**config.mk**
```make
export PLATFORM = sky130hd
export DESIGN_NAME = fetch_queue
export DESIGN_NICKNAME = d
export VERILOG_FILES = /design/src/rtl/fetch_queue.sv
export SDC_FILE = /design/constraint.sdc
export NUM_CORES = 1
export LEC_CHECK = 0
export CAP_MARGIN = 20
export CELL_PAD_IN_SITES_DETAIL_PLACEMENT = 1
export CELL_PAD_IN_SITES_GLOBAL_PLACEMENT = 1
export CORE_MARGIN = 2
export CORE_UTILIZATION = 41
export DETAILED_ROUTE_END_ITERATION = 7
export PLACE_DENSITY_LB_ADDON = 0.1
export SETUP_SLACK_MARGIN = 0.2
export SLEW_MARGIN = 25
export SYNTH_ARGS = -nofsm -noshare
export SYNTH_HDL_FRONTEND = slang
export SYNTH_SLANG_ARGS = --single-unit
export TNS_END_PERCENT = 1
```
**constraint.sdc**
```tcl
create_clock -name clk -period 3.5 [get_ports clk]
set_input_delay 1.05 -clock clk [delete_from_list [all_inputs] [get_ports clk]]
set_output_delay 1.05 -clock clk [all_outputs]
set_load 0.05 [all_outputs]
```
**src/rtl/fetch_queue.sv**
```systemverilog
// -----------------------------------------------------------------------------
// fetch_queue
//   Decoupled instruction-fetch front end. It issues sequential reads to a
//   1-cycle-latency instruction RAM and buffers up to DEPTH {pc, instr} pairs.
//   It hands them to IF/ID through a valid/ready handshake. A taken branch
//   (redirect) flushes the queue and restarts fetching at the new address.
//   core_start / core_end bracket the active period.
//
// Ports
//   clk          rising-edge clock
//   rst          synchronous reset, active-high
//   core_start   pulse: leave IDLE and fetch from RESET_PC
//   core_end     pulse: stop fetching, discard queue, park in HALT
//   imem_req     read strobe to instruction RAM
//   imem_addr    read address (current fetch pc)
//   imem_rdata   RAM read data, valid the cycle after imem_req
//   redirect     taken branch/jump: flush and refetch
//   redirect_pc  new fetch address (low 2 bits ignored)
//   deq_valid    queue head valid
//   deq_ready    IF/ID accepts head
//   deq_instr    head instruction
//   deq_pc       head pc
//   count        occupied entries
// -----------------------------------------------------------------------------
module fetch_queue #(
  parameter int              XLEN     = 32,
  parameter int              DEPTH    = 4,
  parameter logic [XLEN-1:0] RESET_PC = '0,
  parameter logic [XLEN-1:0] PC_STEP  = 4
) (
  input  logic                       clk,
  input  logic                       rst,
  input  logic                       core_start,
  input  logic                       core_end,
  output logic                       imem_req,
  output logic [XLEN-1:0]            imem_addr,
  input  logic [31:0]                imem_rdata,
  input  logic                       redirect,
  input  logic [XLEN-1:0]            redirect_pc,
  output logic                       deq_valid,
  input  logic                       deq_ready,
  output logic [31:0]                deq_instr,
  output logic [XLEN-1:0]            deq_pc,
  output logic [$clog2(DEPTH+1)-1:0] count
);

  localparam int PW = $clog2(DEPTH);
  localparam int CW = $clog2(DEPTH+1);
  localparam logic [CW:0] OCC_MAX = (CW+1)'(DEPTH);

  typedef enum logic [1:0] {S_IDLE, S_RUN, S_HALT} state_t;

  state_t          r_state, w_state_nxt;
  logic [XLEN-1:0] r_fpc;
  logic [XLEN-1:0] r_req_addr;
  logic            r_inflight;
  logic            r_kill;
  logic [CW-1:0]   r_count, w_count_nxt;
  logic [PW-1:0]   r_wr_ptr, r_rd_ptr;
  logic [XLEN-1:0] r_mem_pc    [DEPTH];
  logic [31:0]     r_mem_instr [DEPTH];

  logic            w_run, w_flush, w_enq, w_pop;
  logic [CW:0]     w_occ;

  // ---------------------------------------------------------------------------
  // FSM
  // ---------------------------------------------------------------------------
  // NOTE: every always_comb output gets a default first so no path can leave it
  // unassigned and infer a latch.
  always_comb begin
    w_state_nxt = r_state;
    unique case (r_state)
      S_IDLE:  if (core_start) w_state_nxt = S_RUN;
      S_RUN:   if (core_end)   w_state_nxt = S_HALT;
      S_HALT:  w_state_nxt = S_HALT;
      default: w_state_nxt = S_IDLE;
    endcase
  end

  // NOTE: state is updated with non-blocking assignments so every flop samples
  // pre-edge values regardless of block evaluation order.
  always_ff @(posedge clk) begin
    if (rst) r_state <= S_IDLE;
    else     r_state <= w_state_nxt;
  end

  // ---------------------------------------------------------------------------
  // Issue / handshake
  // ---------------------------------------------------------------------------
  // The in-flight word already owns a slot, so a request only goes out when
  // stored entries plus the pending response leave room for one more.
  assign w_run     = (r_state == S_RUN);
  assign w_occ     = {1'b0, r_count} + {{CW{1'b0}}, r_inflight};
  assign w_flush   = w_run & (core_end | redirect);
  assign imem_req  = w_run & (w_occ < OCC_MAX) & ~redirect;
  assign imem_addr = r_fpc;
  assign deq_valid = w_run & (r_count != '0) & ~redirect;
  assign w_pop     = deq_valid & deq_ready;
  // A response landing in a flush cycle belongs to the discarded stream.
  assign w_enq     = w_run & r_inflight & ~r_kill & ~w_flush;
  assign count     = r_count;
  assign deq_pc    = deq_valid ? r_mem_pc[r_rd_ptr]    : '0;
  assign deq_instr = deq_valid ? r_mem_instr[r_rd_ptr] : '0;

  always_comb begin
    w_count_nxt = r_count;
    if (w_enq && !w_pop)      w_count_nxt = r_count + CW'(1);
    else if (!w_enq && w_pop) w_count_nxt = r_count - CW'(1);
  end

  // ---------------------------------------------------------------------------
  // Fetch pc, in-flight tracking, queue pointers
  // ---------------------------------------------------------------------------
  always_ff @(posedge clk) begin
    if (rst) begin
      r_fpc      <= RESET_PC;
      r_req_addr <= '0;
      r_inflight <= 1'b0;
      r_kill     <= 1'b0;
      r_count    <= '0;
      r_wr_ptr   <= '0;
      r_rd_ptr   <= '0;
    end else begin
      r_inflight <= imem_req;
      r_kill     <= w_flush & r_inflight;
      if (imem_req) r_req_addr <= r_fpc;

      if (r_state == S_IDLE && core_start)
        r_fpc <= RESET_PC;
      else if (w_run && core_end)
        r_fpc <= r_fpc;
      else if (redirect)
        r_fpc <= {redirect_pc[XLEN-1:2], 2'b00};
      else if (imem_req)
        r_fpc <= r_fpc + PC_STEP;

      if (w_flush) begin
        r_count  <= '0;
        r_wr_ptr <= '0;
        r_rd_ptr <= '0;
      end else begin
        r_count <= w_count_nxt;
        if (w_enq) r_wr_ptr <= r_wr_ptr + PW'(1);
        if (w_pop) r_rd_ptr <= r_rd_ptr + PW'(1);
      end
    end
  end

  // NOTE: the storage array has no reset; entries are only observable once
  // count says they were written, and the head outputs are gated by deq_valid.
  always_ff @(posedge clk) begin
    if (w_enq) begin
      r_mem_pc[r_wr_ptr]    <= r_req_addr;
      r_mem_instr[r_wr_ptr] <= imem_rdata;
    end
  end

endmodule

```
==> results.md <==
- Status: completed
- Met1 wire length: 14300 um
- Area Growth Syn to Fin: 32.4%
- Relative slew slack: 62.7%
- Worst Reg-to-Reg Cells: 13
- Core area: 31500 um^2
- CTS tree: done
- Synth top area share: 56.9%
- Worst hold path class: reg2reg
- Drt total wl: 31300 um
- Post-synth EDFFs: 248
- Multi-input logic area: 3920 um^2
- Die Span Y: 183 um
- Maximum root-to-sink buffer count: 3
- Final net count: 1138
- Max FO, Critical Path: 30
- Cells after Synth: 875
- Initial antenna violation count: 0
- Root Buffer: clkbuf_16
- Synthesized area: 13100 um^2
- Synth area leader: edfxtp_1
- CP endpoint kind: primary output
- Async SR Flop Fraction: 0%
- Least-Margin Pin Slew: 0.557 ns
- Largest net degree at the start of global routing: 50
- Reg area: 8920 um^2
- Reg-to-reg endpoint: count[2]
- Reg clk slew, reported paths: 0.06 ns
- Tcrit/Tclk final: 92.4%
- Final Hold Fails: 0
- Gpl congestion: 0.809
- Layout cells sized above 1: 22.2%
- Met3 WL: 1460 um
- Placement Rows: 65
- Drt pass-1 iters: 4
- R2R Path Start: r_state[1]
- Number of H-tree levels: 2
- CP Data Required Time: 2.45 ns
- Pins Over Slew Limit: 0
- Vias: 7930
- Startpoint Class: flip-flop
- Pwr Density: 525 nW/um^2
- Max Clock Freq: 0.309 GHz
- Final core utilization: 55.1%
- Initial DRC count: 402
- Worst Setup EP: deq_pc[22]
- Min Tclk post-route: 3.23 ns
- Lkg Pwr: 5.57 nW
- Die ar.: 33400 um^2
- Clk sink count: 321
- Vias in the first global route: 8504
- Hpwl dp: 20200 um
- Peak supply drop: 0.318 mV
- Endpoints failing setup: 0
- Critical path type: reg2out
- Max Cap Viol: 0
- Post-DRT Antenna Nets: 0
- Fill count: 2963
- Setup slack, reg-to-reg: 0.92 ns
- Clk_lat worst skew: 0.51 ns
- RSZ-0062 raised after global routing: true
- Final hold slack: 0.498 ns
- Unique cell type count in the Yosys netlist: 62
- Clock skew: 0.0118 ns
- CP arrival: 2.18 ns
- Most used DFF post-synth: edfxtp_1
- Synthesized area per cell: 15.0 um^2
- # diodes: 0
- Top-count cell post-synth: edfxtp_1
- Tot Pwr: 9.10 mW
- Initial Utilization: 41.6%
- Num CTS Buffers: 36
- Wire length on met2: 15000 um
- Grt ovf: 0
- Flops & latches, synth: 321
- Syn. warnings: 0
- Sequential area share after synthesis: 68.0%
- Die span in x: 183 um
- DR top layer: met4
- Commonest cells post-synth: edfxtp_1 (248), nand2_1 (85), dfxtp_1 (73)
- WL per Instance: 21.1 um
- I/O Pins: 171
- DRC: 0
- Top cells by area, synth: edfxtp_1 (57%), dfxtp_1 (11%), mux4_2 (11%), and2_1 (3.3%), nand2_1 (2.4%)
- First-pass GRT wire length: 48900 um
- Post-DR vias/cell: 5.34
- All-layer global routing usage: 18.9%
- PortBufs: 164
==> flip-flops by register name, summed over array words and instances, names as in the netlist, named ones only <==
signal / flops
count: 3
r_req_addr: 30
r_mem_instr: 128
imem_addr: 30
r_kill: 1
r_state: 2
r_wr_ptr: 2
r_mem_pc: 120
r_rd_ptr: 2
r_inflight: 1
==> logic make-up after synthesis <==
group	Yosys count	share of synthesized area [%]
fa+ha+maj	10	1.01
compound gates	134	6.26
mux	71	11.4
xor+xnor	5	0.334
flops	321	68.0
buf+inv	69	2.30
other cells	1	0.0286
simple gates	264	10.6
==> cells in the final DEF, fill, tap and decap left out, drive strengths merged, types with 3 or more instances in the layout <==
cell           count
buf              100
nor3              16
bufinv             5
and2              70
xor2               4
mux4              62
clkbuf            46
conb               4
o41ai              6
o21ai             31
inv               12
mux2i              8
a22o               3
nand2b             4
nand4             10
and3               6
nor2              36
nor4               6
a21o               3
edfxtp           248
a31oi              7
a32o               4
a21oi             57
clkinv            10
dfxtp             73
clkdlybuf4s50     99
nand3             15
and4               8
ha                 9
a211oi             3
nand2             85
==> stage by stage <==
step,worst slack [ns],cell area (um^2),setup TNS [ns],std cells
after detailed placement,0.225,16000,0,1419
after CTS,0.193,17300,0,1481
after global routing,0.171,17300,0,1484
after floorplan,-0.224,13100,-42.50,878
final,0.265,17300,0,1484
after global placement,0.245,16000,0,1419
==> critical path: stages, from the launching register on <==
cell and delay, ns:
dfxtp_4 0.44, buf_16 0.27, mux4_2 0.59, and2_1 0.21, buf_12 0.15
==> worst min path at each step <==
stage                           end  slack [ns]      startpoint  depth (start not counted)
CTS                  r_req_addr[18]        0.50  r_req_addr[18]                          2
global placement         r_state[1]        0.48      r_state[1]                          2
global route         r_req_addr[27]        0.52  r_req_addr[27]                          2
detailed placement  r_mem_pc[3][18]        0.49  r_req_addr[18]                          0
floorplan           r_mem_pc[0][10]        0.46  r_req_addr[10]                          0
finish               r_req_addr[18]        0.50  r_req_addr[18]                          2
==> per-layer routing <==
metal | global-route usage [%] | vias to the layer above
met1 | 26.4 | 3972
met5 | 0 | -
met3 | 3.07 | 46
met2 | 31.1 | 213
met4 | 4.65 | 0
li1 | - | 3699
==> report_power, final <==
part / leakage, nW / switching, mW / internal [mW]
Clock: 0.596 / 1.45 / 2.39
Sequential: 2.71 / 0.119 / 4.17
Combinational: 2.27 / 0.615 / 0.364
Total: 5.57 / 2.18 / 6.92
==> timing repair <==
action / 4_1_cts / 5_1_grt
gates cloned: 0 / 2
gates resized for setup: 1 / 1
pin swaps: 0 / 1
setup buffers: 0 / 1
hold buffers: 0 / 0
setup endpoints to repair: 4 / 40
==> final cells by class <==
cell class                 instances  share of cell area, %
tap                              402                   2.90
timing repair buffer             200                   15.8
sequential                       321                   51.5
clock inverter                    17                   1.25
multi-input combinational        488                   22.6
inverter                          11                  0.238
clock buffer                      45                   5.75
Note: power is estimated with default switching activity, not from simulation.
